### src/rtl/cabletest_pkg.sv
// Shared widths and FSM encoding for the cable-test pattern source.
package cabletest_pkg;
  localparam int DW     = 512;
  localparam int KW     = DW / 8;
  localparam int LANE_W = 32;
  localparam int LANES  = DW / LANE_W;

  typedef enum logic {
    IDLE = 1'b0,
    SEND = 1'b1
  } state_e;
endpackage

### src/rtl/axis_fork2.sv
// Presents one beat to two AXI-Stream sinks and retires it once both have taken it.
// Handshake: a stream's beat transfers on a clock edge where its tvalid and tready are both 1;
// tvalid is a function of registered state only and never of the same-cycle tready.
module axis_fork2 (
  input  logic clk,
  input  logic reset,
  input  logic active,
  input  logic tready_o,
  input  logic tready_f,
  output logic tvalid_o,
  output logic tvalid_f,
  output logic retire
);
  logic taken_o, taken_f;
  logic hs_o, hs_f;

  assign tvalid_o = active & ~taken_o;
  assign tvalid_f = active & ~taken_f;
  assign hs_o     = tvalid_o & tready_o;
  assign hs_f     = tvalid_f & tready_f;
  // A stream is satisfied if it accepted earlier or is accepting now.
  assign retire   = active & (taken_o | hs_o) & (taken_f | hs_f);

  always_ff @(posedge clk) begin
    if (reset || retire || !active) begin
      taken_o <= 1'b0;
      taken_f <= 1'b0;
    end else begin
      taken_o <= taken_o | hs_o;
      taken_f <= taken_f | hs_f;
    end
  end
endmodule

### src/rtl/pattern_transmitter.sv
// Cable-test packet source: counting-pattern packets duplicated onto the link and
// expected-data streams, with run control (start/stop/count) and a sent-packet counter.
module pattern_transmitter
  import cabletest_pkg::*;
#(
  parameter int LEN_W = 16,
  parameter int CNT_W = 32
) (
  input  logic              clk,
  input  logic              reset,
  input  logic              start,
  input  logic              stop,
  input  logic [LEN_W-1:0]  packet_beats,
  input  logic [CNT_W-1:0]  packet_count,
  output logic              busy,
  output logic              done,
  output logic [CNT_W-1:0]  packets_sent,
  output logic [DW-1:0]     AXIS_OUT_TDATA,
  output logic [KW-1:0]     AXIS_OUT_TKEEP,
  output logic              AXIS_OUT_TLAST,
  output logic              AXIS_OUT_TVALID,
  input  logic              AXIS_OUT_TREADY,
  output logic [DW-1:0]     AXIS_FIFO_OUT_TDATA,
  output logic [KW-1:0]     AXIS_FIFO_OUT_TKEEP,
  output logic              AXIS_FIFO_OUT_TLAST,
  output logic              AXIS_FIFO_OUT_TVALID,
  input  logic              AXIS_FIFO_OUT_TREADY,
  output state_e            state_dbg
);
  state_e            state, state_d;
  logic [LEN_W-1:0]  len_q, beat;
  logic [CNT_W-1:0]  count_q, sent_inc;
  logic [31:0]       word_ctr;
  logic              stop_pending;
  logic              retire, tlast, count_hit, end_run;
  logic [DW-1:0]     tdata;

  axis_fork2 u_fork (
    .clk      (clk),
    .reset    (reset),
    .active   (state == SEND),
    .tready_o (AXIS_OUT_TREADY),
    .tready_f (AXIS_FIFO_OUT_TREADY),
    .tvalid_o (AXIS_OUT_TVALID),
    .tvalid_f (AXIS_FIFO_OUT_TVALID),
    .retire   (retire)
  );

  assign tlast     = (beat == len_q - LEN_W'(1));
  assign sent_inc  = packets_sent + CNT_W'(1);
  assign count_hit = (count_q != '0) && (sent_inc == count_q);
  // A stop arriving on the TLAST retire cycle ends the run at that packet.
  assign end_run   = retire & tlast & (stop_pending | stop | count_hit);

  always_comb begin
    tdata = '0;
    for (int i = 0; i < LANES; i++) begin
      tdata[i*LANE_W +: LANE_W] = word_ctr + 32'(i);
    end
  end

  assign AXIS_OUT_TDATA      = tdata;
  assign AXIS_OUT_TKEEP      = '1;
  assign AXIS_OUT_TLAST      = tlast;
  assign AXIS_FIFO_OUT_TDATA = tdata;
  assign AXIS_FIFO_OUT_TKEEP = '1;
  assign AXIS_FIFO_OUT_TLAST = tlast;
  assign busy                = (state == SEND);
  assign state_dbg           = state;

  always_ff @(posedge clk) begin
    if (reset) state <= IDLE;
    else       state <= state_d;
  end

  always_comb begin
    state_d = state;
    case (state)
      IDLE:    if (start) state_d = SEND;
      SEND:    if (end_run) state_d = IDLE;
      default: state_d = IDLE;
    endcase
  end

  always_ff @(posedge clk) begin
    if (reset) begin
      len_q        <= LEN_W'(1);
      count_q      <= '0;
      packets_sent <= '0;
      word_ctr     <= '0;
      beat         <= '0;
      stop_pending <= 1'b0;
      done         <= 1'b0;
    end else begin
      done <= end_run;
      if (state == IDLE) begin
        if (start) begin
          len_q        <= (packet_beats == '0) ? LEN_W'(1) : packet_beats;
          count_q      <= packet_count;
          packets_sent <= '0;
          word_ctr     <= '0;
          beat         <= '0;
          stop_pending <= stop;
        end
      end else begin
        if (stop) stop_pending <= 1'b1;
        if (retire) begin
          word_ctr <= word_ctr + 32'(LANES);
          if (tlast) begin
            beat <= '0;
            // Saturate so continuous runs never wrap back to zero.
            if (packets_sent != '1) packets_sent <= sent_inc;
          end else begin
            beat <= beat + LEN_W'(1);
          end
        end
        if (end_run) stop_pending <= 1'b0;
      end
    end
  end
endmodule

### config.mk
export PLATFORM = sky130hd
export DESIGN_NAME = pattern_transmitter
export DESIGN_NICKNAME = d
export VERILOG_FILES = /design/src/rtl/cabletest_pkg.sv /design/src/rtl/axis_fork2.sv /design/src/rtl/pattern_transmitter.sv
export SDC_FILE = /design/constraint.sdc
export NUM_CORES = 1
export LEC_CHECK = 0
export BUFFER_PORTS_ARGS = -buffer_cell sky130_fd_sc_hd__buf_2
export CORE_AREA = 2 2 478 480
export CTS_BUF_LIST = sky130_fd_sc_hd__clkbuf_16
export CTS_CLUSTER_SIZE = 8
export DETAILED_ROUTE_END_ITERATION = 10
export DIE_AREA = 0 0 480 482
export PLACE_DENSITY = 0.3
export SLEW_MARGIN = 15
export SYNTH_ARGS = -nofsm -noshare
export SYNTH_HDL_FRONTEND = slang
export SYNTH_HIERARCHICAL = 1
export SYNTH_SLANG_ARGS = --single-unit
export TNS_END_PERCENT = 50
### constraint.sdc
create_clock -name clk -period 3.1 [get_ports clk]
set_input_delay 0.31 -clock clk [delete_from_list [all_inputs] [get_ports clk]]
set_output_delay 0.31 -clock clk [all_outputs]
set_load 0.01 [all_outputs]
### Yosys cells after proc, flatten, opt, wreduce, memory -nomap -nowiden

Index checks and enable logic that the tools add are counted.

* input port bits: 54
* output and inout bits: 1191
* bits in registers: 133
* logic and storage cells: 81

* reductions and logical operators: 11
* equality and inequality tests: 7
* muxes and demuxes: 19
* $add $sub $neg: 19
* bitwise operators: 15

Operators by type and width (number)
* $add 32x4->32 const B: 8
* $mux 32: 7
* $add 32x3->32 const B: 4
* $mux 16: 5
* $add 32x1->32 const B: 2
* $add 32x2->32 const B: 2
* $add 32x5->32 const B: 1
* $eq 32x32->1: 1
* $ne 32x32->1 const B: 1
* $reduce_bool 32->1: 1
* $add 16x1->16 const B: 1
* $eq 16x16->1: 1
* $logic_not 16->1: 1
* $sub 16x1->16 const B: 1
* $and 1x1->1: 8
* $mux 1: 6
* $ne 2x1->1 const B: 3
* $reduce_and 2->1: 3
* $or 1x1->1: 4
* $reduce_and 4->1: 1
* $ne 3x2->1 const B: 1
* $not 1->1: 3
* $logic_or 1x1->1: 2
* $pmux 1 s2: 1
* 3 further kinds: 3

### Depth between registers and ports, before layout

* depth in word-level cells: 10
* depth in mapped cells: 13

### Cells and area by module

The synthesis kept the hierarchy.

Modules (own cells, without submodules)
* pattern_transmitter: area an instance 15324.7 µm², cells each 2063, instances 1
* axis_fork2: area an instance 101.3 µm², cells each 10, instances 1

### Worst setup path after synthesis

No wires, ideal clock.

* path kind: register -> register
* start: reg len_q[5]
* end: reg packets_sent[22]
* period minus slack after synthesis: 2851 ps
* cell stages (with the launch flop): 11
* buffers on the path: 2
* setup slack: 249 ps
* required time: 2985 ps
* arrival time: 2736 ps
* path through: dfxtp_1 > buf_6 > or4_4 > o41ai_2 > a31oi_1 > nor4b_2 > nand4_1 > buf_2 > or3_4 > o211a_1 > o21ba_2

* word-level cells in the longest chain between the ends: 4

Ends and longest elaborated chain
* start, declared: line pattern_transmitter.sv:31 `logic [LEN_W-1:0] len_q, beat;`
* start signal, assigned: line pattern_transmitter.sv:98 `len_q <= (packet_beats == '0) ? LEN_W'(1) : packet_beats;`
* $sub 16x1->16: line pattern_transmitter.sv:49 `assign tlast = (beat == len_q - LEN_W'(1));`
* $eq 16x16->1: line pattern_transmitter.sv:49
* $ne 2x1->1 (no line)
* $reduce_and 4->1 (no line)
* end signal, assigned: line pattern_transmitter.sv:112 `if (packets_sent != '1) packets_sent <= sent_inc;`
* end, declared: line pattern_transmitter.sv:17 `output logic [CNT_W-1:0] packets_sent,`

Every way passes these cells.
A chain may end at the register's enable or synchronous reset.

### Final worst setup path

* start: reg len_q[0]
* end: reg packets_sent[17]

The elaborated chain is that of the path after synthesis.

==> run metrics <==
outcome finished clean; clock period minus final worst setup slack 3010 ps; die width 480 um; vias in the first global route 9,785; Num CTS Buffers 17; DP Wirelength 51,300 um; Tightest Hold Check Type input pin to register; core footprint 0.226 mm2; Post-synth EDFFs 0; Max-Cap Viols 0; synth unique cells 69; share of layout cells above drive strength 1 53.7%; Min Hold Slack 74.1 ps; Worst setup EP type register; grt ovf 0; row cnt 175; setup ws final 88.7 ps; P_leak 0.00981 uW; H-Tree Depth 4; highest clock rate 332 MHz; RSZ-0062 raised after global routing yes; iteration count of the initial detailed-routing pass 6; crit share post-route 97.1%; Max transition margin 46.8%; Slew Limit Fails 0; Hold Fails Final Rpt 0; fillers 26,700; gpl congestion 0.751; CP arrival 3360 ps; synth-to-layout area growth 20.2%; most numerous cell in the Yosys netlist buf_4; Final Setup Violations 0; pin count of the biggest net entering global routing 53; sequential area share after synthesis 16.7%; Slew @ Worst Pin 798 ps; Mapped Cells 2,073; PortBufs 988; share of the synthesized area in the top cell type 51.2%; Reg area 0.00262 mm2; average size of a mapped cell 7.44 um2; synthesized flop and latch total 129; vias after detailed routing 12,400; Setup Skew 17.6 ps; worst-path fanout max 14; Routed WL 64,900 um; Post-Syn Area 0.0154 mm2; critical path's largest stage delay 540 ps; VDD IR max 0.000482 V; I/O pins 1,245; Nets 2,348; Critical Path RT 3450 ps; CTS sink cnt 129; critical path class register to register; later-pin clock latency in the skew report 470 ps; initial DRC count 705; CP Cell Sequence or4_4 -> o41ai_2 -> a31oi_1 -> nor4b_2 -> nand4_1 -> buf_4 -> buf_6 -> o31a_1 -> buf_12 -> a21o_1 -> a22o_1; area leader, netlist buf_4; footprint of the multi-input gates 0.00541 mm2; clock buffer depth 2; first-pass GRT wire length 80,900 um; Die Span Y 482 um; drt via density 2.32; Clk pin slew, worst setup/hold paths 70 ps; Root Driver clkbuf_16; TritonCTS clock tree yes; Ys Warns 6; DRT antenna net count 0; Post-synth ARST share 0%; DR WL/cell 12.2 um; initial antenna violation count 18; P per Cell Area 239 mW/mm2; pre-CTS WS -163 ps; slowest cell on the critical path or4_4; Starting Density 6.81%; global-route usage over all layers 5.01%; Synth area leaders buf_4, dfxtp_1, nand2_1; Synth Flop Type dfxtp_1; Worst Setup Start Kind register; top cells by count, synth buf_4, nand2_1, dfxtp_1, clkbuf_1, nor2_1; DR DRC count 0; Die ar. 0.231 mm2
[power breakdown]
| group | total, uW | leakage [uW] | switching, uW | internal [uW] |
|---|---|---|---|---|
| Clock | 2020 | 0.000275 | 924 | 1090 |
| Sequential | 1750 | 0.00106 | 51.0 | 1700 |
| Combinational | 667 | 0.00848 | 438 | 229 |
[final cells by class]
cell class                 count  share of cell area (%)
clock buffer                  17                    2.29
antenna                       11                   0.148
tap                         3009                    20.3
multi-input combinational    995                    29.2
inverter                      18                   0.385
clock inverter                15                   0.648
timing repair buffer        1129                    32.9
sequential                   129                    14.1
[cells in the final DEF (no fill, tap or decap), drive strengths merged, types with 7 or more instances in the layout]
master	n
a21o	27
a21oi	76
and3	9
buf	1126
clkbuf	18
clkinv	10
conb	256
dfxtp	129
diode	11
inv	20
mux2i	13
nand2	158
nand2b	7
nand3	54
nand4	31
nor2	81
nor3	26
nor3b	8
nor4	34
o21a	8
o21ai	35
or2	8
or3	15
or4	7
xnor2	43
xor2	24
[worst max-delay path: cells and delay by family (launching register included)]
| family | cells | cell delay [ps] |
|---|---|---|
| flops | 1 | 360 |
| buf+inv | 3 | 480 |
| compound gates | 5 | 1030 |
| simple gates | 3 | 1020 |
[worst paths after layout]
path / start / endpoint / slack (ps) / cells past startpoint
worst max register to register: len_q[0]$_SDFFE_PP1P_ / packets_sent[17]$_SDFFE_PP0P_ / 90 / 11
worst min-delay path: packet_count[18] / count_q[18]$_SDFFE_PP0P_ / 70 / 3
worst min register to register: u_fork/taken_o$_SDFF_PP0_ / u_fork/taken_f$_SDFF_PP0_ / 480 / 1
worst max-delay path: len_q[0]$_SDFFE_PP1P_ / packets_sent[17]$_SDFFE_PP0P_ / 90 / 11
[kinds of logic after synthesis]
group                      share of synthesized area, %
DFF                                                16.7
xor gates and xnor gates                           3.80
buffers and inverters                              55.1
other                                            0.0487
AOI/OAI and AO/OA                                  7.79
and+or+nand+nor                                    15.0
muxes                                              1.21
adders and majority gates                         0.324
[state kept, by name, indices dropped and copies added (netlist names)]
register / count
beat: 16
busy: 1
stop_pending: 1
u_fork/taken_o: 1
u_fork/taken_f: 1
packets_sent: 32
len_q: 16
word_ctr: 28
count_q: 32
done: 1
[stage by stage]
step / TNS, ps / instances / power [uW] / instance area [um2] / utilization [%]
final: 0 / 5323 / 4430 / 18500 / 8.19
after floorplan: 0 / 2327 / 2430 / 16400 / -
after CTS: 0 / 5303 / 4520 / 18300 / 8.09
after global routing: -661 / 5312 / 4700 / 18500 / 8.18
after global placement: -564 / 5267 / 2420 / 17700 / 7.82
after detailed placement: -290 / 5267 / 2410 / 17700 / 7.82
[what timing repair did]
| item | CTS | global route |
|---|---|---|
| hold buffers | 2 | 0 |
| hold endpoints to repair | 2 | 0 |
| resized for setup | 8 | 32 |
| setup buffers | 2 | 7 |
| setup endpoints to repair | 7 | 39 |
| cloned | 0 | 2 |
| pin swaps | 2 | 15 |
[routing by layer]
layer	share of wire [%]	up-vias	GRT usage, %
met1	40	5780	5.95
met2	50	709	8.80
met3	7.5	60	1.24
met4	2.3	12	1.57
li1	-	5803	-
met5	0.13	-	0
Power figures use the tool's default switching activity.
